--- src/rtl/led_seq_fsm.sv ---
// led_seq_fsm: timed LED sequencer with run/pause/clear control and four patterns
// (shift-left, shift-right, ping-pong, blink-all) plus a pattern-wrap pulse.
// Optional build macro LED_DIM_EN adds a 16-step PWM dimmer on the LED drive.
module led_seq_fsm #(
  parameter int LED_N     = 4,
  parameter int TIME_STEP = 50_000_000,
  parameter int DIM_DUTY  = 8
) (
  input  logic             clk,
  input  logic             rst_n,
  input  logic             en,
  input  logic             clr,
  input  logic [1:0]       mode,
  output logic [LED_N-1:0] led,
  output logic             wrap
);

  localparam int CW = $clog2(TIME_STEP);
  localparam int PW = $clog2(LED_N);
  localparam logic [CW-1:0] CNT_LAST = CW'(TIME_STEP - 1);
  localparam logic [PW-1:0] POS_LAST = PW'(LED_N - 1);

  // Reject parameter values outside their legal ranges at elaboration time
  if (LED_N < 2 || TIME_STEP < 2 || DIM_DUTY < 0 || DIM_DUTY > 16) begin : g_bad_param
    $error("led_seq_fsm: parameter out of legal range");
  end

  typedef enum logic [2:0] {
    IDLE = 3'b001,
    RUN  = 3'b010,
    HOLD = 3'b100
  } state_t;

  state_t            state;
  logic [CW-1:0]     cnt;
  logic [PW-1:0]     pos;
  logic              dir_down;
  logic [1:0]        mode_q;
  logic              step_wrap;

  logic              end_cnt;
  logic [PW-1:0]     pos_nxt;
  logic              dir_down_nxt;
  logic              wrap_step;
  logic [LED_N-1:0]  pat;
  logic              dim_gate;

  assign end_cnt   = (cnt == CNT_LAST);
  assign wrap_step = (pos_nxt == '0);

  // Next pattern position for the current mode; a step landing on 0 ends a period
  always_comb begin
    pos_nxt      = pos;
    dir_down_nxt = dir_down;
    case (mode_q)
      2'b00, 2'b01: pos_nxt = (pos == POS_LAST) ? '0 : pos + 1'b1;
      2'b10: begin
        if (!dir_down && pos != POS_LAST) begin
          pos_nxt = pos + 1'b1;
        end else begin
          pos_nxt      = pos - 1'b1;
          dir_down_nxt = (pos != PW'(1));
        end
      end
      default: pos_nxt = (pos == '0) ? PW'(1) : '0;
    endcase
  end

  // LED image for the current state/position; dark while idle
  always_comb begin
    pat = '0;
    if (state != IDLE) begin
      case (mode_q)
        2'b00, 2'b10: pat[pos]            = 1'b1;
        2'b01:        pat[POS_LAST - pos] = 1'b1;
        default:      pat                 = (pos == '0) ? '1 : '0;
      endcase
    end
  end

`ifdef LED_DIM_EN
  logic [3:0] pwm_cnt;

  // Free-running PWM phase counter shared by all LEDs
  always_ff @(posedge clk or negedge rst_n) begin
    if (!rst_n) pwm_cnt <= '0;
    else        pwm_cnt <= pwm_cnt + 1'b1;
  end

  assign dim_gate = ({1'b0, pwm_cnt} < 5'(DIM_DUTY));
`else
  assign dim_gate = 1'b1;
`endif

  // Sequencer FSM: step timer, pattern position, direction and latched mode
  always_ff @(posedge clk or negedge rst_n) begin
    if (!rst_n) begin
      state     <= IDLE;
      cnt       <= '0;
      pos       <= '0;
      dir_down  <= 1'b0;
      mode_q    <= 2'b00;
      step_wrap <= 1'b0;
    end else begin
      step_wrap <= 1'b0;
      case (state)
        IDLE: begin
          cnt      <= '0;
          pos      <= '0;
          dir_down <= 1'b0;
          if (en && !clr) begin
            state  <= RUN;
            mode_q <= mode;
          end
        end
        RUN: begin
          if (clr) begin
            state    <= IDLE;
            cnt      <= '0;
            pos      <= '0;
            dir_down <= 1'b0;
          end else begin
            if (end_cnt) begin
              cnt      <= '0;
              pos      <= pos_nxt;
              dir_down <= dir_down_nxt;
              if (wrap_step) begin
                step_wrap <= 1'b1;
                mode_q    <= mode;
                dir_down  <= 1'b0;
              end
            end else begin
              cnt <= cnt + 1'b1;
            end
            if (!en) state <= HOLD;
          end
        end
        HOLD: begin
          if (clr) begin
            state    <= IDLE;
            cnt      <= '0;
            pos      <= '0;
            dir_down <= 1'b0;
          end else if (en) begin
            state <= RUN;
          end
        end
        default: state <= IDLE;
      endcase
    end
  end

  // Registered LED drive and wrap pulse, both one cycle behind the position update
  always_ff @(posedge clk or negedge rst_n) begin
    if (!rst_n) begin
      led  <= '0;
      wrap <= 1'b0;
    end else if (clr) begin
      led  <= '0;
      wrap <= 1'b0;
    end else begin
      led  <= pat & {LED_N{dim_gate}};
      wrap <= step_wrap;
    end
  end

endmodule

--- config.mk ---
export PLATFORM = sky130hd
export DESIGN_NAME = led_seq_fsm
export DESIGN_NICKNAME = d
export VERILOG_FILES = /design/src/rtl/led_seq_fsm.sv
export SDC_FILE = /design/constraint.sdc
export NUM_CORES = 1
export LEC_CHECK = 0
export ABC_CLOCK_PERIOD_IN_PS = 6050
export CAP_MARGIN = 20
export CORE_MARGIN = 10
export CORE_UTILIZATION = 63
export CTS_CLUSTER_DIAMETER = 30
export DETAILED_ROUTE_END_ITERATION = 10
export PLACE_DENSITY = 0.88
export SLEW_MARGIN = 20
export SYNTH_ARGS = -nofsm -noshare
export SYNTH_HDL_FRONTEND = slang
export SYNTH_SLANG_ARGS = --single-unit
--- constraint.sdc ---
create_clock -name clk -period 6.05 [get_ports clk]
set_input_delay 0.605 -clock clk [delete_from_list [all_inputs] [get_ports clk]]
set_output_delay 0.605 -clock clk [all_outputs]
set_load 0.05 [all_outputs]
==> impl_metrics.tcl, run 1 <==
set metrics [dict create \
    crit_arrival_ns 2.83 \
    antenna_found_initial 0 \
    status "finished clean" \
    drc 0 \
    pwr-share-seq_pct 53.0 \
    die_w_um 80.0 \
    grt_max_degree 41 \
    p_clk_share_pct 33.8 \
    seq_area_frac_synth_pct 44.3 \
    p_comb_share_pct 13.2 \
    synthSimpleGateAreaFrac_pct 28.5 \
    worstPathCellList "xnor2_1, o2bb2ai_1, nand4_2, or3_1, a21oi_1" \
    seq_area_mm2 0.00100 \
    num_vias 1862 \
    worst-path-max-fanout 15 \
    post-cts-setup-buffers 0 \
    drive_above_1_share_pct 9.43 \
    grt_pass1_wl_um 8180 \
    cts_resized 0 \
    grt_usage_pct 15.8 \
    cts_buffers 5 \
    drt_iter0_drc 151 \
    fin_setup_tns_ns 0 \
    dp_slack_ns 3.33 \
    cts_tree "built" \
    synth_xor_area_share_pct 4.64 \
    worst_slack_ns 3.52 \
    wl_per_cell_um 16.4 \
    final_util_pct 72.0 \
    hold_path.class "input port to async pin" \
    ctsRootBufferMaster "clkbuf_4" \
    final_antenna_net_count 0 \
    hold_violations 0 \
    cpMaxStageDelayCell "o2bb2ai_1" \
    wirelength_um 4760 \
    period_share_pct 41.8 \
    layout.nets 254 \
    syn-mean-instance-area_um2 9.68 \
    synthToLayoutAreaGrowth_pct 8.62 \
    pin_count 11 \
    synth-compound-area-share_pct 13.9 \
    fmax_mhz 395 \
    ctsHoldBuffers 0 \
    worstMarginPinSlew_ns 1.06 \
    hpwlAfterDp_um 3230 \
    start_kind "register" \
    peakVddDrop_v 0.000146 \
    final.setup_skew_ns 0.0178 \
    synthMuxAreaShare_pct 3.20 \
    power.internal_w 0.000387 \
    port-buffer-count 10 \
    multi_input_area_mm2 0.00120 \
    finalSetupViolCount 0 \
    synth_edf_count 0 \
    relSlewSlack_pct 29.4 \
    rsz0062_at_grt "no" \
    power-per-cell-area_mw_per_mm2 219 \
    synth_cell_types 49 \
    htree_levels 2 \
    cpPeakStageDelay_ns 0.84 \
    post-route-min-period_ns 2.53 \
    p_sw_w 0.000152 \
    clkTransAtPathRegs_ns 0.14 \
    dr.pass1.iters 4 \
    synth_top_family_by_area "simple AND/OR/NAND/NOR gates" \
    syn_inst 234 \
    antenna_cells 0 \
    grt_pass1_vias 1766 \
    drv_cap 0 \
    hold-worst-slack_ns 0.324 \
    clk_latency_ns 0.37 \
    core_mm2 0.00342 \
    cp-end-kind "register" \
    synthFlopType "dfrtp_1" \
    clock_sinks 40 \
    ys_ff_latch 40 \
    gp_congestion 0.900 \
    netlist_area_mm2 0.00226 \
    critPathKind "register to register" \
    rrSetupSlack_ns 3.52 \
    die_h_um 80.0 \
    die_area_mm2 0.00639 \
    cp.required_ns 6.36 \
    rows 21 \
    netSwitchingFraction_pct 28.2 \
    synth_adder_area_share_pct 2.76 \
    cts_max_path_buffers 2 \
    slew_violations 0 \
    initial_core_util_pct 66.3 \
    grt-ovfl-total 0 \
    leakage_nw 0.996 \
    syn_nets 245 \
    fillers 239 \
    synthArstFlopShare_pct 100 \
    yosysWarnings 0 \
    vias_per_cell 6.42 \
]
==> cell families (layout without fill, tap and decap cells) <==
kind of cell / after synthesis / after routing
compound gates: 47 / 47
xor+xnor: 12 / 12
fa+ha+maj: 5 / 5
buf+inv: 15 / 25
flops: 40 / 40
mux: 7 / 7
simple gates: 108 / 108
==> per-stage QoR <==
| stage | area, um2 | instances | total power [W] |
|---|---|---|---|
| floorplan | 2260 | 234 | 0.000340 |
| global placement | 2380 | 282 | 0.000359 |
| finish | 2460 | 290 | 0.000538 |
| global route | 2460 | 290 | 0.000561 |
| CTS | 2460 | 290 | 0.000539 |
| detailed placement | 2380 | 282 | 0.000362 |
==> worst paths after layout <==
path	from	to	cells after the start
max	state[0]	cnt[25]	5
min	rst_n	state[1]	1
max reg2reg	state[0]	cnt[25]	5
min reg2reg	step_wrap	wrap	1
max in group asynchronous	rst_n	cnt[16]	1
min in group clk	step_wrap	wrap	1
==> power by group through the flow <==
stage	logic [W]	clock network, W	registers [W]
after detailed placement	0.0000712	0	0.000290
after global routing	0.0000779	0.000196	0.000287
after CTS	0.0000714	0.000183	0.000285
after global placement	0.0000691	0	0.000290
final	0.0000711	0.000182	0.000285
after floorplan	0.0000503	0	0.000290
==> Yosys cell counts, drive strengths merged, types with 5 or more instances <==
cell type | number | area [um2]
nand2b | 5 | 31.3
a31oi | 6 | 37.5
nand3 | 11 | 55.1
nor3 | 8 | 50.1
nand2 | 9 | 33.8
nor4 | 8 | 77.6
o21ai | 14 | 70.1
or3 | 7 | 43.8
ha | 5 | 62.6
xor2 | 10 | 87.6
a21oi | 9 | 56.3
nand4 | 13 | 93.8
and3 | 5 | 31.3
dfrtp | 39 | 976
mux2i | 5 | 50.1
inv | 7 | 26.3
nor2 | 26 | 97.6
==> cell usage in the layout (no fill, tap or decap), types with 2 or more instances in the layout <==
cell type	n
nand3_1	11
a221o_1	3
xor2_1	10
a31oi_1	6
and3_1	5
nand2b_1	5
and4_1	3
dfrtp_1	39
nor2_1	26
clkbuf_4	5
or4_1	2
ha_1	5
or3_1	7
nand2_1	9
xnor2_1	2
a211oi_1	2
inv_1	7
clkdlybuf4s50_1	9
nand4_1	11
o21bai_1	2
nor3_2	2
nor2b_1	3
nor4_1	5
mux2i_1	5
a21oi_1	8
nor3_1	6
and2_1	4
a22o_1	3
mux2_2	2
o21ai_0	13
nand4_2	2
nor4_2	2
==> flip-flops by register name, summed over array words and instances (netlist names) <==
register and cells:
state 3, mode_q 2, cnt 26, dir_down 1, wrap 1, led 4
pos 2, step_wrap 1
==> layer usage <==
metal / share of wire [%] / track usage (%) / up-vias
met5: 0 / 0 / -
met1: 44 / 20.4 / 908
met3: 6.8 / 4.84 / 8
li1: - / - / 884
met2: 48 / 24.1 / 62
met4: 1.3 / 5.99 / 0
==> critical path: cells and delay by family (launching register included) <==
kind	cells	cell delay, ns
flops	1	0.62
compound gates	2	1.00
xor+xnor	1	0.11
simple gates	2	0.72
==> area by class of cell <==
class	count	share of cell area (%)
Tap cell	46	2.34
Clock buffer	5	1.53
Sequential cell	40	40.7
Timing Repair Buffer	10	3.87
Inverter	7	1.07
Multi-Input combinational cell	179	48.7
Clock inverter	3	1.73
Power figures use the tool's default switching activity.
==> inputs of run 2 (changes only) <==
--- a/config.mk
+++ b/config.mk
@@ -5,13 +5,13 @@
 export SDC_FILE = /design/constraint.sdc
 export NUM_CORES = 1
 export LEC_CHECK = 0
-export ABC_CLOCK_PERIOD_IN_PS = 6050
+export ABC_CLOCK_PERIOD_IN_PS = 2390
 export CAP_MARGIN = 20
 export CORE_MARGIN = 10
-export CORE_UTILIZATION = 63
+export CORE_UTILIZATION = 60
 export CTS_CLUSTER_DIAMETER = 30
 export DETAILED_ROUTE_END_ITERATION = 10
-export PLACE_DENSITY = 0.88
+export PLACE_DENSITY = 0.84
 export SLEW_MARGIN = 20
 export SYNTH_ARGS = -nofsm -noshare
 export SYNTH_HDL_FRONTEND = slang
==> constraint.sdc (replaced) <==
create_clock -name clk -period 2.39 [get_ports clk]
set_input_delay 0.239 -clock clk [delete_from_list [all_inputs] [get_ports clk]]
set_output_delay 0.239 -clock clk [all_outputs]
set_load 0.05 [all_outputs]
==> impl_metrics.tcl, run 2 (same netlist as run 1, synthesis figures left out) <==
set metrics [dict create \
    status "finished clean" \
    cts_max_path_buffers 2 \
    hold_violations 0 \
    power-per-cell-area_mw_per_mm2 568 \
    reg.largest.list "cnt x26, led x4, state x3" \
    clock_sinks 40 \
    grt-ovfl-total 0 \
    initial_core_util_pct 61.9 \
    crit_family "simple AND/OR/NAND/NOR gates" \
    layout_common_cells "39 x dfrtp_1, 25 x nor2_1, 13 x o21ai_0, 12 x buf_4" \
    crit_arrival_ns 2.53 \
    port-buffer-count 10 \
    grt_usage_pct 17.3 \
    ctsRootBufferMaster "clkbuf_8" \
    antenna_cells 0 \
    worstPathCellList "buf_4, ha_1, or4b_2, o311ai_2, nor2_2, a21oi_2, mux2_2" \
    rows 22 \
    hold_path.class "input port to async pin" \
    num_vias 1964 \
    peakVddDrop_v 0.000395 \
    critPathKind "register to register" \
    ctsHoldBuffers 0 \
    cts_buffers 5 \
    hpwlAfterDp_um 3560 \
    pin_count 11 \
    final.setup_skew_ns 0.0138 \
    leakage_nw 1.08 \
    cp-end-kind "register" \
    htree_levels 2 \
    reg2reg_from "pos[0]" \
    drc 0 \
    period_share_pct 97.7 \
    wirelength_um 5370 \
    rr_worst_depth 7 \
    largest_reg_flops 26 \
    grt_pass1_wl_um 9240 \
    drt_iter0_drc 222 \
    cp.required_ns 2.58 \
    vias_per_cell 6.44 \
    cts_tree "built" \
    antenna_found_initial 0 \
    cpPeakStageDelay_ns 0.67 \
    die_area_mm2 0.00663 \
    gp_congestion 0.837 \
    start_kind "register" \
    largest_register "cnt" \
    post-route-min-period_ns 2.33 \
    final_antenna_net_count 0 \
    path_buf_inv 1 \
    dr.pass1.iters 4 \
    finalSetupViolCount 0 \
    r2r-end "mode_q[0]" \
    wl_per_cell_um 17.6 \
    layout.nets 267 \
    final_common_cell "dfrtp_1" \
    worst-path-max-fanout 3 \
    rrSetupSlack_ns 0.06 \
    core_mm2 0.00366 \
    grt_pass1_vias 1973 \
    relSlewSlack_pct 37.6 \
    slew_violations 0 \
    drv_cap 0 \
    synthToLayoutAreaGrowth_pct 16.1 \
    die_w_um 81.4 \
    grt_max_degree 41 \
    hold-worst-slack_ns 0.0603 \
    fmax_mhz 428 \
    cpMaxStageDelayCell "or4b_2" \
    fin_setup_tns_ns 0 \
    worstMarginPinSlew_ns 0.936 \
    die_h_um 81.4 \
    clk_latency_ns 0.30 \
    drive_above_1_share_pct 15.6 \
    clkTransAtPathRegs_ns 0.09 \
]
==> run 2: changes by cell type in the layout (fill, tap and decap cells not counted), sizes merged <==
cell | previous run | this run
buf | 1 | 14
==> run 2: worst reg2reg max path, delay by kind of cell, from the launching register on <==
family / cells / cell delay, ns
compound gates: 2 / 0.30
mux: 1 / 0.35
flops: 1 / 0.40
fa+ha+maj: 1 / 0.22
simple gates: 2 / 0.79
buf+inv: 1 / 0.15
==> run 2: worst max path at each step <==
stage | startpoint | endpoint | cells past startpoint
after CTS | pos[0] | mode_q[0] | 7
after global routing | pos[0] | mode_q[0] | 7
after detailed placement | pos[0] | mode_q[0] | 7
final | pos[0] | mode_q[0] | 7
after floorplan | pos[0] | mode_q[0] | 7
after global placement | pos[0] | mode_q[1] | 7
==> run 2: timing repair <==
item,CTS,global route
buffers inserted,0,1
setup endpoints to repair,2,3
pin swaps,0,0
resized for setup,1,3
gates cloned,0,0
==> run 2: cell type report <==
type,count,area [um2]
inverter,7,26.3
clock inverter,3,42.5
fill,274,1030
clock buffer,5,68.8
sequential,40,1000
multi-input combinational,179,1220
timing repair buffer,23,205
tap,48,60.1
==> run 2: stage by stage <==
step                area [um2]  worst slack [ns]  utilization [%]  std cells  total power (W)
floorplan                 2260             0.156                -        234         0.000862
global placement          2480             0.123             67.9        296         0.000934
detailed placement        2480           0.00268             67.9        296         0.000942
CTS                       2600            0.0127             71.0        304          0.00150
global route              2630         -0.000329             71.8        305          0.00155
finish                    2630            0.0551             71.8        305          0.00149
==> run 2: metal layers <==
metal / wire length (um) / vias to the layer above / share of wire (%) / GRT usage [%]
met5: 0 / - / 0 / 0
met4: 108 / 0 / 2.0 / 6.23
met3: 299 / 11 / 5.6 / 4.69
met2: 2610 / 57 / 49 / 27.6
met1: 2360 / 982 / 44 / 22.1
li1: - / 914 / - / -
==> run 2: where the power goes <==
part | switching, W | total, W | leakage [nW] | internal (W)
Clock | 0.000250 | 0.000559 | 0.0541 | 0.000309
Sequential | 0.0000204 | 0.000714 | 0.549 | 0.000693
Combinational | 0.000133 | 0.000220 | 0.479 | 0.0000877
Total | 0.000403 | 0.00149 | 1.08 | 0.00109
==> inputs of run 3 (changes only) <==
--- a/config.mk
+++ b/config.mk
@@ -8,9 +8,10 @@
 export ABC_CLOCK_PERIOD_IN_PS = 2390
 export CAP_MARGIN = 20
 export CORE_MARGIN = 10
-export CORE_UTILIZATION = 60
+export CORE_UTILIZATION = 63
 export CTS_CLUSTER_DIAMETER = 30
 export DETAILED_ROUTE_END_ITERATION = 10
+export DONT_BUFFER_PORTS = 1
 export PLACE_DENSITY = 0.84
 export SLEW_MARGIN = 20
 export SYNTH_ARGS = -nofsm -noshare
==> impl_metrics.tcl, run 3 (same netlist as run 1, synthesis figures left out) <==
set metrics [dict create \
    fmax_mhz 437 \
    cpPeakStageDelay_ns 0.60 \
    die_w_um 80.0 \
    path_buf_inv 1 \
    final_cells 295 \
    num_vias 1831 \
    drc 0 \
    antenna_cells 0 \
    final_cell_area_mm2 0.00254 \
    placedInstanceArea_mm2 0.00238 \
    clk_latency_ns 0.35 \
    crit_arrival_ns 2.54 \
    leakage_nw 1.05 \
    rrSetupSlack_ns 0.1 \
    clkTransAtPathRegs_ns 0.12 \
    die_h_um 80.0 \
    grt_max_degree 41 \
    period_share_pct 95.8 \
    port-buffer-count 0 \
    reg.largest.list "cnt x26, led x4, state x3" \
    grt_pass1_wl_um 8310 \
    worst_slack_ns 0.0996 \
    grt_pass1_vias 1747 \
    largest_reg_flops 26 \
    layout.nets 259 \
    power-per-cell-area_mw_per_mm2 556 \
    final_antenna_net_count 0 \
    cts_max_path_buffers 2 \
    post-route-min-period_ns 2.29 \
    wirelength_um 4800 \
    gp_congestion 0.885 \
    worstPathCellList "inv_1, ha_1, or4b_2, o311ai_2, nor2_1, a21oi_2, mux2_2" \
    cp-end-kind "register" \
    initial_core_util_pct 66.3 \
    cpMaxStageDelayCell "or4b_2" \
    drt_iter0_drc 197 \
    drv_cap 0 \
    post-cts-setup-buffers 0 \
    wl_per_cell_um 16.3 \
    final.setup_skew_ns 0.0109 \
    hpwlAfterDp_um 3390 \
    ctsRootBufferMaster "clkbuf_4" \
    rsz0062_at_grt "no" \
    cts_tree "built" \
    htree_levels 2 \
    power.internal_w 0.00105 \
    peakVddDrop_v 0.000347 \
    pwr-share-seq_pct 52.0 \
    fillers 233 \
    post-place-cells 283 \
    slew_violations 0 \
    drive_above_1_share_pct 14.5 \
    crit_family "simple AND/OR/NAND/NOR gates" \
    pin_count 11 \
    status "finished clean" \
    relSlewSlack_pct 40.1 \
    hold_path.class "input port to register" \
    cp.required_ns 2.64 \
    start_kind "register" \
    dp_slack_ns 0.0673 \
    worst-path-max-fanout 4 \
    p_sw_w 0.000361 \
    p_clk_share_pct 35.2 \
    rows 21 \
    final_common_cell "dfrtp_1" \
    layout_common_cells "39 x dfrtp_1, 26 x nor2_1, 13 x o21ai_0, 11 x nand4_1, 11 x nand3_1" \
    synthToLayoutAreaGrowth_pct 12.0 \
    core_mm2 0.00342 \
    netSwitchingFraction_pct 25.6 \
    dr.pass1.iters 4 \
    vias_per_cell 6.21 \
    die_area_mm2 0.00639 \
    largest_register "cnt" \
    finalSetupViolCount 0 \
    antenna_found_initial 0 \
    clock_sinks 40 \
    fin_setup_tns_ns 0 \
    p_comb_share_pct 12.8 \
    critPathKind "register to register" \
    cts_buffers 5 \
    hold_violations 0 \
    grt_usage_pct 16.0 \
    worstMarginPinSlew_ns 0.899 \
    grt-ovfl-total 0 \
    final_util_pct 74.2 \
]
==> run 3: cell count changes in the layout (fill, tap and decap cells not counted), moves of 2 or more <==
cell             delta
buf_4               -2
clkbuf_4            +5
clkbuf_8            -3
clkdlybuf4s50_1     -9
dlygate4sd3_1       +3
==> run 3: cell type report <==
class / count / area, um2 / area share, %
tap: 46 / 57.6 / 2.27
timing repair buffer: 15 / 145 / 5.72
sequential: 40 / 1000 / 39.5
multi-input combinational: 179 / 1210 / 47.7
inverter: 7 / 26.3 / 1.04
clock buffer: 7 / 65.1 / 2.57
clock inverter: 1 / 30.0 / 1.18
==> run 3: path summary, 6_finish.rpt <==
path                           start   endpoint  cells after the start
setup / recovery              pos[0]  mode_q[0]                      7
hold / removal                   clr   state[0]                      1
setup reg to reg              pos[0]  mode_q[0]                      7
hold reg to reg            step_wrap       wrap                      1
max in group asynchronous      rst_n   state[0]                      2
min in group asynchronous      rst_n  mode_q[0]                      2
==> run 3: per-stage QoR <==
| step | total power (W) | hold WS, ns |
|---|---|---|
| 4_1_cts | 0.00141 | 0.0107 |
| 2_1_floorplan | 0.000862 | -0.0566 |
| 3_3_place_gp | 0.000899 | -0.0554 |
| 5_1_grt | 0.00147 | 0.00674 |
| 3_5_place_dp | 0.000903 | -0.0550 |
| 6_report | 0.00141 | 0.0192 |
==> run 3: what timing repair did <==
action,CTS,global route
hold buffers,4,0
endpoints found under the hold margin,42,0
gates resized for setup,0,2
endpoints found under the setup margin,0,2
==> run 3: worst register-to-register path, stage by stage, from the launching register on <==
cell and delay (ns):
dfrtp_1 0.42, inv_1 0.08, ha_1 0.32, or4b_2 0.60, o311ai_2 0.11, nor2_1 0.13, a21oi_2 0.18, mux2_2 0.35
==> run 3: metal layers <==
layer | vias to the layer above | global-route usage, % | routed length (um)
li1 | 903 | - | -
met2 | 49 | 24.0 | 2240
met3 | 12 | 3.72 | 247
met4 | 0 | 7.57 | 108
met1 | 867 | 21.2 | 2200
met5 | - | 0 | 0
==> run 3: power by group through the flow <==
stage          Combinational (W)  Clock, W  Sequential (W)
2_1_floorplan           0.000127         0        0.000734
3_3_place_gp            0.000153         0        0.000746
3_5_place_dp            0.000155         0        0.000748
4_1_cts                 0.000178  0.000503        0.000734
5_1_grt                 0.000201  0.000527        0.000738
6_report                0.000180  0.000496        0.000734
